$ cat src/rtl/hazard_pkg.sv
// Shared definitions for the multi-cycle hazard controller: operand forward-select
// codes and the MUL/DIV wait FSM state encoding.
package hazard_pkg;

   localparam logic [1:0] FWD_RF  = 2'b00;
   localparam logic [1:0] FWD_WB  = 2'b01;
   localparam logic [1:0] FWD_MEM = 2'b10;

   typedef enum logic [0:0] {
      ST_IDLE    = 1'b0,
      ST_MC_WAIT = 1'b1
   } hz_state_e;

endpackage

$ cat src/rtl/hazard_fwd_sel.sv
// Forward-select for one Execute operand: the youngest in-flight producer (Memory)
// wins over Writeback; x0 never forwards.
module hazard_fwd_sel
   import hazard_pkg::*;
#(
   parameter int AW = 5
) (
   input  logic [AW-1:0] rse,
   input  logic [AW-1:0] rdm,
   input  logic [AW-1:0] rdw,
   input  logic          regwritem,
   input  logic          regwritew,
   output logic [1:0]    fwd
);

   localparam logic [AW-1:0] REG_ZERO = {AW{1'b0}};

   logic mem_hit_s;
   logic wb_hit_s;

   assign mem_hit_s = regwritem & (rse != REG_ZERO) & (rse == rdm);
   assign wb_hit_s  = regwritew & (rse != REG_ZERO) & (rse == rdw);

   // Priority select of the operand source.
   always_comb begin
      fwd = FWD_RF;
      if (mem_hit_s) begin
         fwd = FWD_MEM;
      end else if (wb_hit_s) begin
         fwd = FWD_WB;
      end else begin
         fwd = FWD_RF;
      end
   end

endmodule

$ cat src/rtl/hazard_ctrl_mc.sv
// Pipeline hazard controller with MUL/DIV wait FSM (timeout) and data-memory stall.
// Optional saturating performance counters are built when HAZARD_PERF_EN is defined.
module hazard_ctrl_mc
   import hazard_pkg::*;
#(
   parameter int AW         = 5,
   parameter int MC_TIMEOUT = 64,
   parameter int PERF_W     = 32
) (
   input  logic              clk,
   input  logic              rst_n,
   input  logic [AW-1:0]     rs1d,
   input  logic [AW-1:0]     rs2d,
   input  logic [AW-1:0]     rs1e,
   input  logic [AW-1:0]     rs2e,
   input  logic [AW-1:0]     rde,
   input  logic [AW-1:0]     rdm,
   input  logic [AW-1:0]     rdw,
   input  logic              regwritem,
   input  logic              regwritew,
   input  logic              resultsrce0,
   input  logic              pcsrce,
   input  logic              memreadm,
   input  logic              dmem_ready,
   input  logic              mc_start_e,
   input  logic              mc_done,
   output logic              mc_go,
   output logic              mc_err,
   output logic [1:0]        forwardae,
   output logic [1:0]        forwardbe,
   output logic              stallf,
   output logic              stalld,
   output logic              stalle,
   output logic              stallm,
   output logic              flushd,
   output logic              flushe,
   output logic              flushm,
   output logic              flushw,
   output logic [PERF_W-1:0] perf_stall,
   output logic [PERF_W-1:0] perf_flush,
   output logic [PERF_W-1:0] perf_mc
);

   localparam int              TW         = (MC_TIMEOUT > 1) ? $clog2(MC_TIMEOUT) : 1;
   localparam logic [TW-1:0]   TIMER_LAST = TW'(MC_TIMEOUT - 1);
   localparam logic [AW-1:0]   REG_ZERO   = {AW{1'b0}};

   hz_state_e     state_r;
   hz_state_e     state_nx_s;
   logic [TW-1:0] timer_r;
   logic [TW-1:0] timer_nx_s;
   logic          init_r;

   logic          memstall_s;
   logic          lwstall_s;
   logic [1:0]    fwd_a_s;
   logic [1:0]    fwd_b_s;
   logic          stallf_s, stalld_s, stalle_s, stallm_s;
   logic          flushd_s, flushe_s, flushm_s, flushw_s;
   logic          mc_go_s, mc_err_s;

   hazard_fwd_sel #(.AW(AW)) u_fwd_a (
      .rse       (rs1e),
      .rdm       (rdm),
      .rdw       (rdw),
      .regwritem (regwritem),
      .regwritew (regwritew),
      .fwd       (fwd_a_s)
   );

   hazard_fwd_sel #(.AW(AW)) u_fwd_b (
      .rse       (rs2e),
      .rdm       (rdm),
      .rdw       (rdw),
      .regwritem (regwritem),
      .regwritew (regwritew),
      .fwd       (fwd_b_s)
   );

   assign memstall_s = memreadm & ~dmem_ready;
   assign lwstall_s  = resultsrce0 & (rde != REG_ZERO) & ((rs1d == rde) | (rs2d == rde));

   // Prioritised stall/flush decode and FSM next-state; init_r low means the
   // pipeline is still held in its reset bubble state.
   always_comb begin
      stallf_s   = 1'b0;
      stalld_s   = 1'b0;
      stalle_s   = 1'b0;
      stallm_s   = 1'b0;
      flushd_s   = 1'b0;
      flushe_s   = 1'b0;
      flushm_s   = 1'b0;
      flushw_s   = 1'b0;
      mc_go_s    = 1'b0;
      mc_err_s   = 1'b0;
      state_nx_s = state_r;
      timer_nx_s = timer_r;
      if (!init_r) begin
         flushd_s = 1'b1;
         flushe_s = 1'b1;
         flushm_s = 1'b1;
         flushw_s = 1'b1;
      end else if (memstall_s) begin
         stallf_s = 1'b1;
         stalld_s = 1'b1;
         stalle_s = 1'b1;
         stallm_s = 1'b1;
         flushw_s = 1'b1;
      end else if (state_r == ST_MC_WAIT) begin
         if (mc_done) begin
            state_nx_s = ST_IDLE;
         end else if (timer_r != TIMER_LAST) begin
            stallf_s   = 1'b1;
            stalld_s   = 1'b1;
            stalle_s   = 1'b1;
            flushm_s   = 1'b1;
            timer_nx_s = timer_r + TW'(1);
         end else begin
            mc_err_s   = 1'b1;
            state_nx_s = ST_IDLE;
         end
      end else if (mc_start_e) begin
         mc_go_s    = 1'b1;
         stallf_s   = 1'b1;
         stalld_s   = 1'b1;
         stalle_s   = 1'b1;
         flushm_s   = 1'b1;
         timer_nx_s = {TW{1'b0}};
         state_nx_s = ST_MC_WAIT;
      end else if (pcsrce) begin
         flushd_s = 1'b1;
         flushe_s = 1'b1;
      end else if (lwstall_s) begin
         stallf_s = 1'b1;
         stalld_s = 1'b1;
         flushe_s = 1'b1;
      end else begin
         state_nx_s = state_r;
      end
   end

   // FSM state, MUL/DIV wait timer and reset-release marker.
   always_ff @(posedge clk or negedge rst_n) begin
      if (!rst_n) begin
         state_r <= ST_IDLE;
         timer_r <= {TW{1'b0}};
         init_r  <= 1'b0;
      end else begin
         state_r <= state_nx_s;
         timer_r <= timer_nx_s;
         init_r  <= 1'b1;
      end
   end

   assign forwardae = init_r ? fwd_a_s : FWD_RF;
   assign forwardbe = init_r ? fwd_b_s : FWD_RF;
   assign stallf    = stallf_s;
   assign stalld    = stalld_s;
   assign stalle    = stalle_s;
   assign stallm    = stallm_s;
   assign flushd    = flushd_s;
   assign flushe    = flushe_s;
   assign flushm    = flushm_s;
   assign flushw    = flushw_s;
   assign mc_go     = mc_go_s;
   assign mc_err    = mc_err_s;

`ifdef HAZARD_PERF_EN
   localparam logic [PERF_W-1:0] PERF_MAX = {PERF_W{1'b1}};

   logic [PERF_W-1:0] perf_stall_r;
   logic [PERF_W-1:0] perf_flush_r;
   logic [PERF_W-1:0] perf_mc_r;

   // Saturating event counters; reset-held bubbles are not pipeline events.
   always_ff @(posedge clk or negedge rst_n) begin
      if (!rst_n) begin
         perf_stall_r <= {PERF_W{1'b0}};
         perf_flush_r <= {PERF_W{1'b0}};
         perf_mc_r    <= {PERF_W{1'b0}};
      end else begin
         if (init_r && stallf_s && (perf_stall_r != PERF_MAX)) begin
            perf_stall_r <= perf_stall_r + PERF_W'(1);
         end else begin
            perf_stall_r <= perf_stall_r;
         end
         if (init_r && (flushd_s || flushe_s) && (perf_flush_r != PERF_MAX)) begin
            perf_flush_r <= perf_flush_r + PERF_W'(1);
         end else begin
            perf_flush_r <= perf_flush_r;
         end
         if ((state_r == ST_MC_WAIT) && (perf_mc_r != PERF_MAX)) begin
            perf_mc_r <= perf_mc_r + PERF_W'(1);
         end else begin
            perf_mc_r <= perf_mc_r;
         end
      end
   end

   assign perf_stall = perf_stall_r;
   assign perf_flush = perf_flush_r;
   assign perf_mc    = perf_mc_r;
`else
   assign perf_stall = {PERF_W{1'b0}};
   assign perf_flush = {PERF_W{1'b0}};
   assign perf_mc    = {PERF_W{1'b0}};
`endif

endmodule
$ cat config.mk
export PLATFORM = sky130hd
export DESIGN_NAME = hazard_ctrl_mc
export DESIGN_NICKNAME = d
export VERILOG_FILES = /design/src/rtl/hazard_pkg.sv /design/src/rtl/hazard_fwd_sel.sv /design/src/rtl/hazard_ctrl_mc.sv
export SDC_FILE = /design/constraint.sdc
export NUM_CORES = 1
export LEC_CHECK = 0
export ABC_CLOCK_PERIOD_IN_PS = 3250
export CORE_MARGIN = 2
export CORE_UTILIZATION = 32
export DETAILED_ROUTE_END_ITERATION = 12
export PLACE_DENSITY = 0.94
export SLEW_MARGIN = 10
export SYNTH_ARGS = -nofsm -noshare
export SYNTH_HDL_FRONTEND = slang
export SYNTH_HIERARCHICAL = 1
export SYNTH_SLANG_ARGS = --single-unit
$ cat constraint.sdc
create_clock -name clk -period 3.25 [get_ports clk]
set_clock_uncertainty 0.1 [all_clocks]
set_input_delay 0.975 -clock clk [delete_from_list [all_inputs] [get_ports clk]]
set_output_delay 0.975 -clock clk [all_outputs]
set_load 0.1 [all_outputs]
==> impl_metrics.json, run 1 <==
{
  "status": "finished with violations",
  "violations": "negative setup slack",
  "die_h_um": 76.90,
  "period_share": 1.017,
  "clk_pin_slew_ps": 50,
  "hp-class": "flip-flop to flip-flop",
  "setup_viol": 7,
  "finalInstanceArea_um2": 2706,
  "grt_pass1_wl_um": 6658,
  "layout.nets": 345,
  "cp.arrival_ps": 2230,
  "cts_buffers": 3,
  "cts.sinks": 8,
  "finalHoldViolations": 0,
  "worst_path_largest_cell_delay_ps": 540,
  "cts_tree": "done",
  "synthArstFlopShare": 1.000,
  "ys.flop_type": "dfrtp_1",
  "synth.area.mux_share": 0.01251,
  "ant_nets": 0,
  "antenna_cells": 0,
  "initial_core_util": 0.3329,
  "vdd_drop_max_mv": 0.2607,
  "die_w_um": 76.90,
  "post-route-min-period_ps": 3306,
  "ys_seq_area_frac": 0.1177,
  "critPathTopFamily": "simple AND/OR/NAND/NOR gates",
  "startpoint_type": "primary input",
  "dp_hpwl_um": 3491,
  "ys_seq_elements": 8,
  "crit_path_top_delay_cell": "or4_4",
  "power.clock.fraction": 0.112,
  "setup_slack_ps": -56.26,
  "dr.pass1.iters": 4,
  "yosys.area_share.simple": 0.1795,
  "synth_edf_count": 0,
  "crit_buf_inv": 2,
  "synth_top_family_by_area": "buffers and inverters",
  "ys_warn_count": 6,
  "antenna_found_initial": 0,
  "path_max_fanout": 3,
  "drive_above_1_share": 0.4141,
  "wirelength_um": 4387,
  "synthesis.area_um2": 1700,
  "placed_cell_area_um2": 2372,
  "path_cells": "buf_8 -> or4_4 -> nor2_4 -> and3b_1 -> and2_4 -> buf_12",
  "core_area_um2": 5107,
  "maxSlewViolCount": 0,
  "routedWlPerCell_um": 11.95,
  "utilization": 0.5299,
  "intPower_uw": 380.1,
  "pwr-share-seq": 0.122,
  "cts.htree.levels": 1,
  "p_sw_frac": 0.6670,
  "synth_cell_types": 33,
  "cellPowerDensity_nw_per_um2": 421.7,
  "power.switching_uw": 761.3,
  "synthAdderAreaFrac": 0.007358,
  "mostFrequentLayoutCells": "conb_1, buf_4, buf_12",
  "drv_cap": 0,
  "ios": 155,
  "via_per_inst": 3.929,
  "area_delta_synth_final_pct": 59.16,
  "whs_ps": 457.8,
  "layout_commonest_cell": "conb_1",
  "criticalPathCategory": "primary input to output pin",
  "die_area_um2": 5913,
  "rsz0062_at_grt": "yes",
  "synthXorXnorAreaFrac": 0.1545,
  "portBuffers": 58,
  "grt_max_degree": 10,
  "root_buffer": "clkbuf_8",
  "clk_latency_ps": 240,
  "grt_usage": 0.1397,
  "initialDrtViolationCount": 15,
  "netlist_instances": 216,
  "overflow": 0,
  "fillers": 457,
  "via_count": 1442,
  "drc": 0,
  "p_leak_nw": 1.286,
  "routabilityCongestion": 0.8066,
  "avgSynthCellArea_um2": 7.872,
  "worst-endpoint-required_ps": 2170,
  "crit_path_end_kind": "output pin",
  "grt_pass1_vias": 1458,
  "fmax_mhz": 302.5,
  "pwr-share-comb": 0.767,
  "synth_compound_area_frac": 0.08241,
  "cts_buffer_depth": 2,
  "std_cell_rows": 26,
  "power_mw": 1.141
}
==> worst min-delay path, stage by stage (launching register included) <==
cell and delay (ps):
dfrtp_1 350, or2_2 110, mux2i_1 50
==> layer usage <==
layer | wire length (um) | global-route usage | vias up
met5 | 0 | 0 | -
met4 | 112 | 0.07091 | 0
met3 | 335 | 0.02588 | 9
met2 | 2568 | 0.2781 | 91
met1 | 1371 | 0.1341 | 663
li1 | - | - | 679
==> state kept, by name, summed over array words and instances, names as in the netlist <==
signal and count:
init_r 1, state_r 1, timer_r 6
==> area by class of cell <==
type	count	area, um^2	share of cell area
multi-input cells	202	1493	0.5515
repair buffers	82	877.1	0.3241
flip-flops and latches	8	200.2	0.07397
well taps	70	87.58	0.03236
clock buffers	3	41.29	0.01526
inverters	2	7.507	0.002774
==> synthesized netlist by cell type, types with 2 or more instances <==
master / count / area (um^2)
o21ai_0: 4 / 20.02
nand4_1: 2 / 12.51
nor2_1: 9 / 33.78
a21oi_1: 3 / 15.01
xnor2_1: 12 / 105.1
or4_1: 7 / 52.55
nand2_1: 8 / 30.03
inv_1: 2 / 7.510
and2_1: 6 / 37.54
nand2b_1: 3 / 18.77
conb_1: 2 / 7.510
and3b_1: 2 / 17.52
dfrtp_1: 8 / 200.2
nor4_1: 4 / 25.02
nor2b_1: 2 / 12.51
nand3_1: 3 / 15.01
nor3_1: 4 / 20.02
buf_4: 99 / 743.2
a2111oi_0: 2 / 17.52
o31ai_1: 4 / 30.03
xor2_1: 18 / 157.7
==> power groups by stage <==
stage / Sequential (mW) / Combinational [mW] / Clock (mW)
final: 0.139 / 0.875 / 0.127
after detailed placement: 0.137 / 0.828 / 0
after floorplan: 0.133 / 0.763 / 0
after global routing: 0.143 / 0.904 / 0.136
after global placement: 0.135 / 0.818 / 0
after CTS: 0.138 / 0.847 / 0.127
==> final timing paths <==
path	from	endpoint	slack [ps]	depth (start not counted)
max	rs2e[4]	forwardbe[1]	-60	6
min	timer_r[5]	timer_r[5]	460	2
max reg2reg	state_r	timer_r[3]	1330	5
min reg2reg	timer_r[5]	timer_r[5]	460	2
max in group asynchronous	rst_n	init_r	1840	1
min in group asynchronous	rst_n	timer_r[1]	930	1
==> what timing repair did <==
action / in CTS / in global routing
buffers inserted: 5 / 1
pin swaps: 42 / 22
gates resized for setup: 166 / 37
setup endpoints to repair: 12 / 7
hold buffers: 0 / 0
==> logic make-up (layout without fill, tap and decap cells) <==
kind of cell    Yosys count  after routing
buf+inv                 101             87
fa+ha+maj                 1              1
simple gates             53             53
mux                       2              2
xor+xnor                 30             30
other cells               2             97
compound gates           19             19
flops                     8              8
==> per-stage QoR <==
stage,TNS [ps],setup WS [ps],instances
6_report,-270.6,-56.26,367
4_1_cts,-267.8,-67.01,366
3_3_place_gp,-3702,-600.0,358
3_5_place_dp,-3796,-564.0,358
5_1_grt,-612.3,-124.3,367
2_1_floorplan,-990.5,-305.2,311
Note: power is estimated with default switching activity, not from simulation.
==> run 2, diff against run 1 <==
--- a/config.mk
+++ b/config.mk
@@ -6,6 +6,7 @@
 export NUM_CORES = 1
 export LEC_CHECK = 0
 export ABC_CLOCK_PERIOD_IN_PS = 3250
+export CORE_ASPECT_RATIO = 1.2
 export CORE_MARGIN = 2
 export CORE_UTILIZATION = 32
 export DETAILED_ROUTE_END_ITERATION = 12
==> impl_metrics.json, run 2 (synthesis results as in run 1) <==
{
  "status": "finished with violations",
  "violations": "negative setup slack",
  "crit_buf_inv": 2,
  "antenna_cells": 0,
  "pwr-share-comb": 0.766,
  "die_w_um": 70.55,
  "drc": 0,
  "setup_viol": 6,
  "path_cells": "buf_6 -> or4_4 -> nor2_4 -> and3b_1 -> and2_4 -> buf_12",
  "dr.pass1.iters": 2,
  "p_leak_nw": 1.252,
  "setup_slack_ps": -57.46,
  "criticalPathCategory": "primary input to output pin",
  "clk_pin_slew_ps": 40,
  "vdd_drop_max_mv": 0.2242,
  "pwr-share-seq": 0.123,
  "grt_pass1_vias": 1406,
  "antenna_found_initial": 0,
  "hp-start": "timer_r[1]",
  "layout.nets": 346,
  "layout_commonest_cell": "conb_1",
  "via_count": 1476,
  "fin_setup_tns_ps": -236.8,
  "area_delta_synth_final_pct": 52.24,
  "die_area_um2": 5915,
  "cts.htree.levels": 1,
  "portBuffers": 58,
  "cts_buffers": 3,
  "crit_path_start": "rs1e[2]",
  "worst-endpoint-required_ps": 2170,
  "mostFrequentLayoutCells": "conb_1, buf_4, buf_2",
  "via_per_inst": 4.100,
  "critPathTopFamily": "simple AND/OR/NAND/NOR gates",
  "clk_latency_ps": 240,
  "ff2ff_setup_slack_ps": 1310,
  "multi_input_area_um2": 1420,
  "finalInstanceArea_um2": 2589,
  "drv_cap": 0,
  "path_max_fanout": 3,
  "reg2reg_depth": 5,
  "core_area_um2": 5225,
  "cts_tree": "done",
  "initial_core_util": 0.3254,
  "root_buffer": "clkbuf_8",
  "fmax_mhz": 302.3,
  "grt_max_degree": 10,
  "placed_cell_area_um2": 2385,
  "maxSlewViolCount": 0,
  "drive_above_1_share": 0.3758,
  "intPower_uw": 368.9,
  "std_cell_rows": 29,
  "rsz0062_at_grt": "yes",
  "dp_hpwl_um": 3508,
  "crit_path_end_kind": "output pin",
  "power.switching_uw": 750.7,
  "cellPowerDensity_nw_per_um2": 432.5,
  "wirelength_um": 4171,
  "grt_pass1_wl_um": 6513,
  "cp.arrival_ps": 2230,
  "startpoint_type": "primary input",
  "hp-class": "flip-flop to flip-flop",
  "fillers": 508,
  "worst_path_largest_cell_delay_ps": 540,
  "ant_nets": 0,
  "die_h_um": 83.85,
  "ios": 155,
  "p_sw_frac": 0.6705,
  "r2r_start": "state_r",
  "initialDrtViolationCount": 21,
  "crit_path_top_delay_cell": "or4_4",
  "overflow": 0,
  "cts_buffer_depth": 2,
  "cp.depth": 6,
  "finalHoldViolations": 0,
  "period_share": 1.018,
  "cts.sinks": 8,
  "power.clock.fraction": 0.111,
  "holdPathStages": 2,
  "top_regs": "timer_r x6, init_r x1, state_r x1",
  "post-route-min-period_ps": 3307,
  "grt_usage": 0.1357,
  "cts.hold.buffers_added": 0,
  "largest_reg_flops": 6,
  "seq_area_um2": 200.2,
  "routabilityCongestion": 0.8945,
  "routedWlPerCell_um": 11.59,
  "regMostFlops": "timer_r"
}
-- run 2: worst paths after layout --
path | to
min in group asynchronous | timer_r[2]
worst max register to register | timer_r[0]
worst max-delay path | forwardae[1]
worst min register to register | timer_r[1]
max in group asynchronous | init_r
worst min-delay path | timer_r[1]
-- run 2: worst register-to-register path, delay by kind of cell, from the launching register on --
family	cells	cell delay, ps
buffers and inverters	1	160
DFF	1	550
muxes	1	290
and+or+nand+nor	3	730
-- run 2: per-stage QoR --
| step | std cells | setup WS [ps] | utilization | power, mW | hold slack (ps) |
|---|---|---|---|---|---|
| 4_1_cts | 358 | -50.71 | 0.4775 | 1.106 | 437.8 |
| 5_1_grt | 360 | -75.07 | 0.4955 | 1.159 | 472.8 |
| 3_5_place_dp | 353 | -497.5 | 0.4564 | 0.9673 | 428.8 |
| 6_report | 360 | -57.46 | 0.4955 | 1.120 | 438.5 |
| 3_3_place_gp | 353 | -436.4 | 0.4564 | 0.9548 | 417.6 |
| 2_1_floorplan | 311 | -305.2 | - | 0.8963 | 400.7 |
-- run 2: what timing repair did --
| item | in CTS | in global routing |
|---|---|---|
| setup endpoints to repair | 12 | 8 |
| resized for setup | 154 | 20 |
| pin swaps | 41 | 17 |
| setup buffers | 2 | 2 |
-- run 2: power groups by stage --
stage | registers (mW) | logic, mW | clock network (mW)
3_5_place_dp | 0.136 | 0.831 | 0
4_1_cts | 0.137 | 0.840 | 0.129
3_3_place_gp | 0.134 | 0.820 | 0
5_1_grt | 0.140 | 0.887 | 0.133
6_report | 0.138 | 0.858 | 0.124
2_1_floorplan | 0.133 | 0.763 | 0
-- run 2: metal layers --
| layer | up-vias | share of wire | global-route usage |
|---|---|---|---|
| met1 | 688 | 0.31 | 0.1248 |
| met4 | 0 | 0.017 | 0.04631 |
| met2 | 95 | 0.58 | 0.2779 |
| li1 | 684 | - | - |
| met5 | - | 0 | 0 |
| met3 | 9 | 0.092 | 0.03382 |
-- run 2: cell type report --
type                            count  share of cell area
Clock buffer                        3             0.01595
Inverter                            2            0.002900
Multi-Input combinational cell    202              0.5486
Sequential cell                     8             0.07733
Tap cell                           62             0.02997
Timing Repair Buffer               83              0.3253
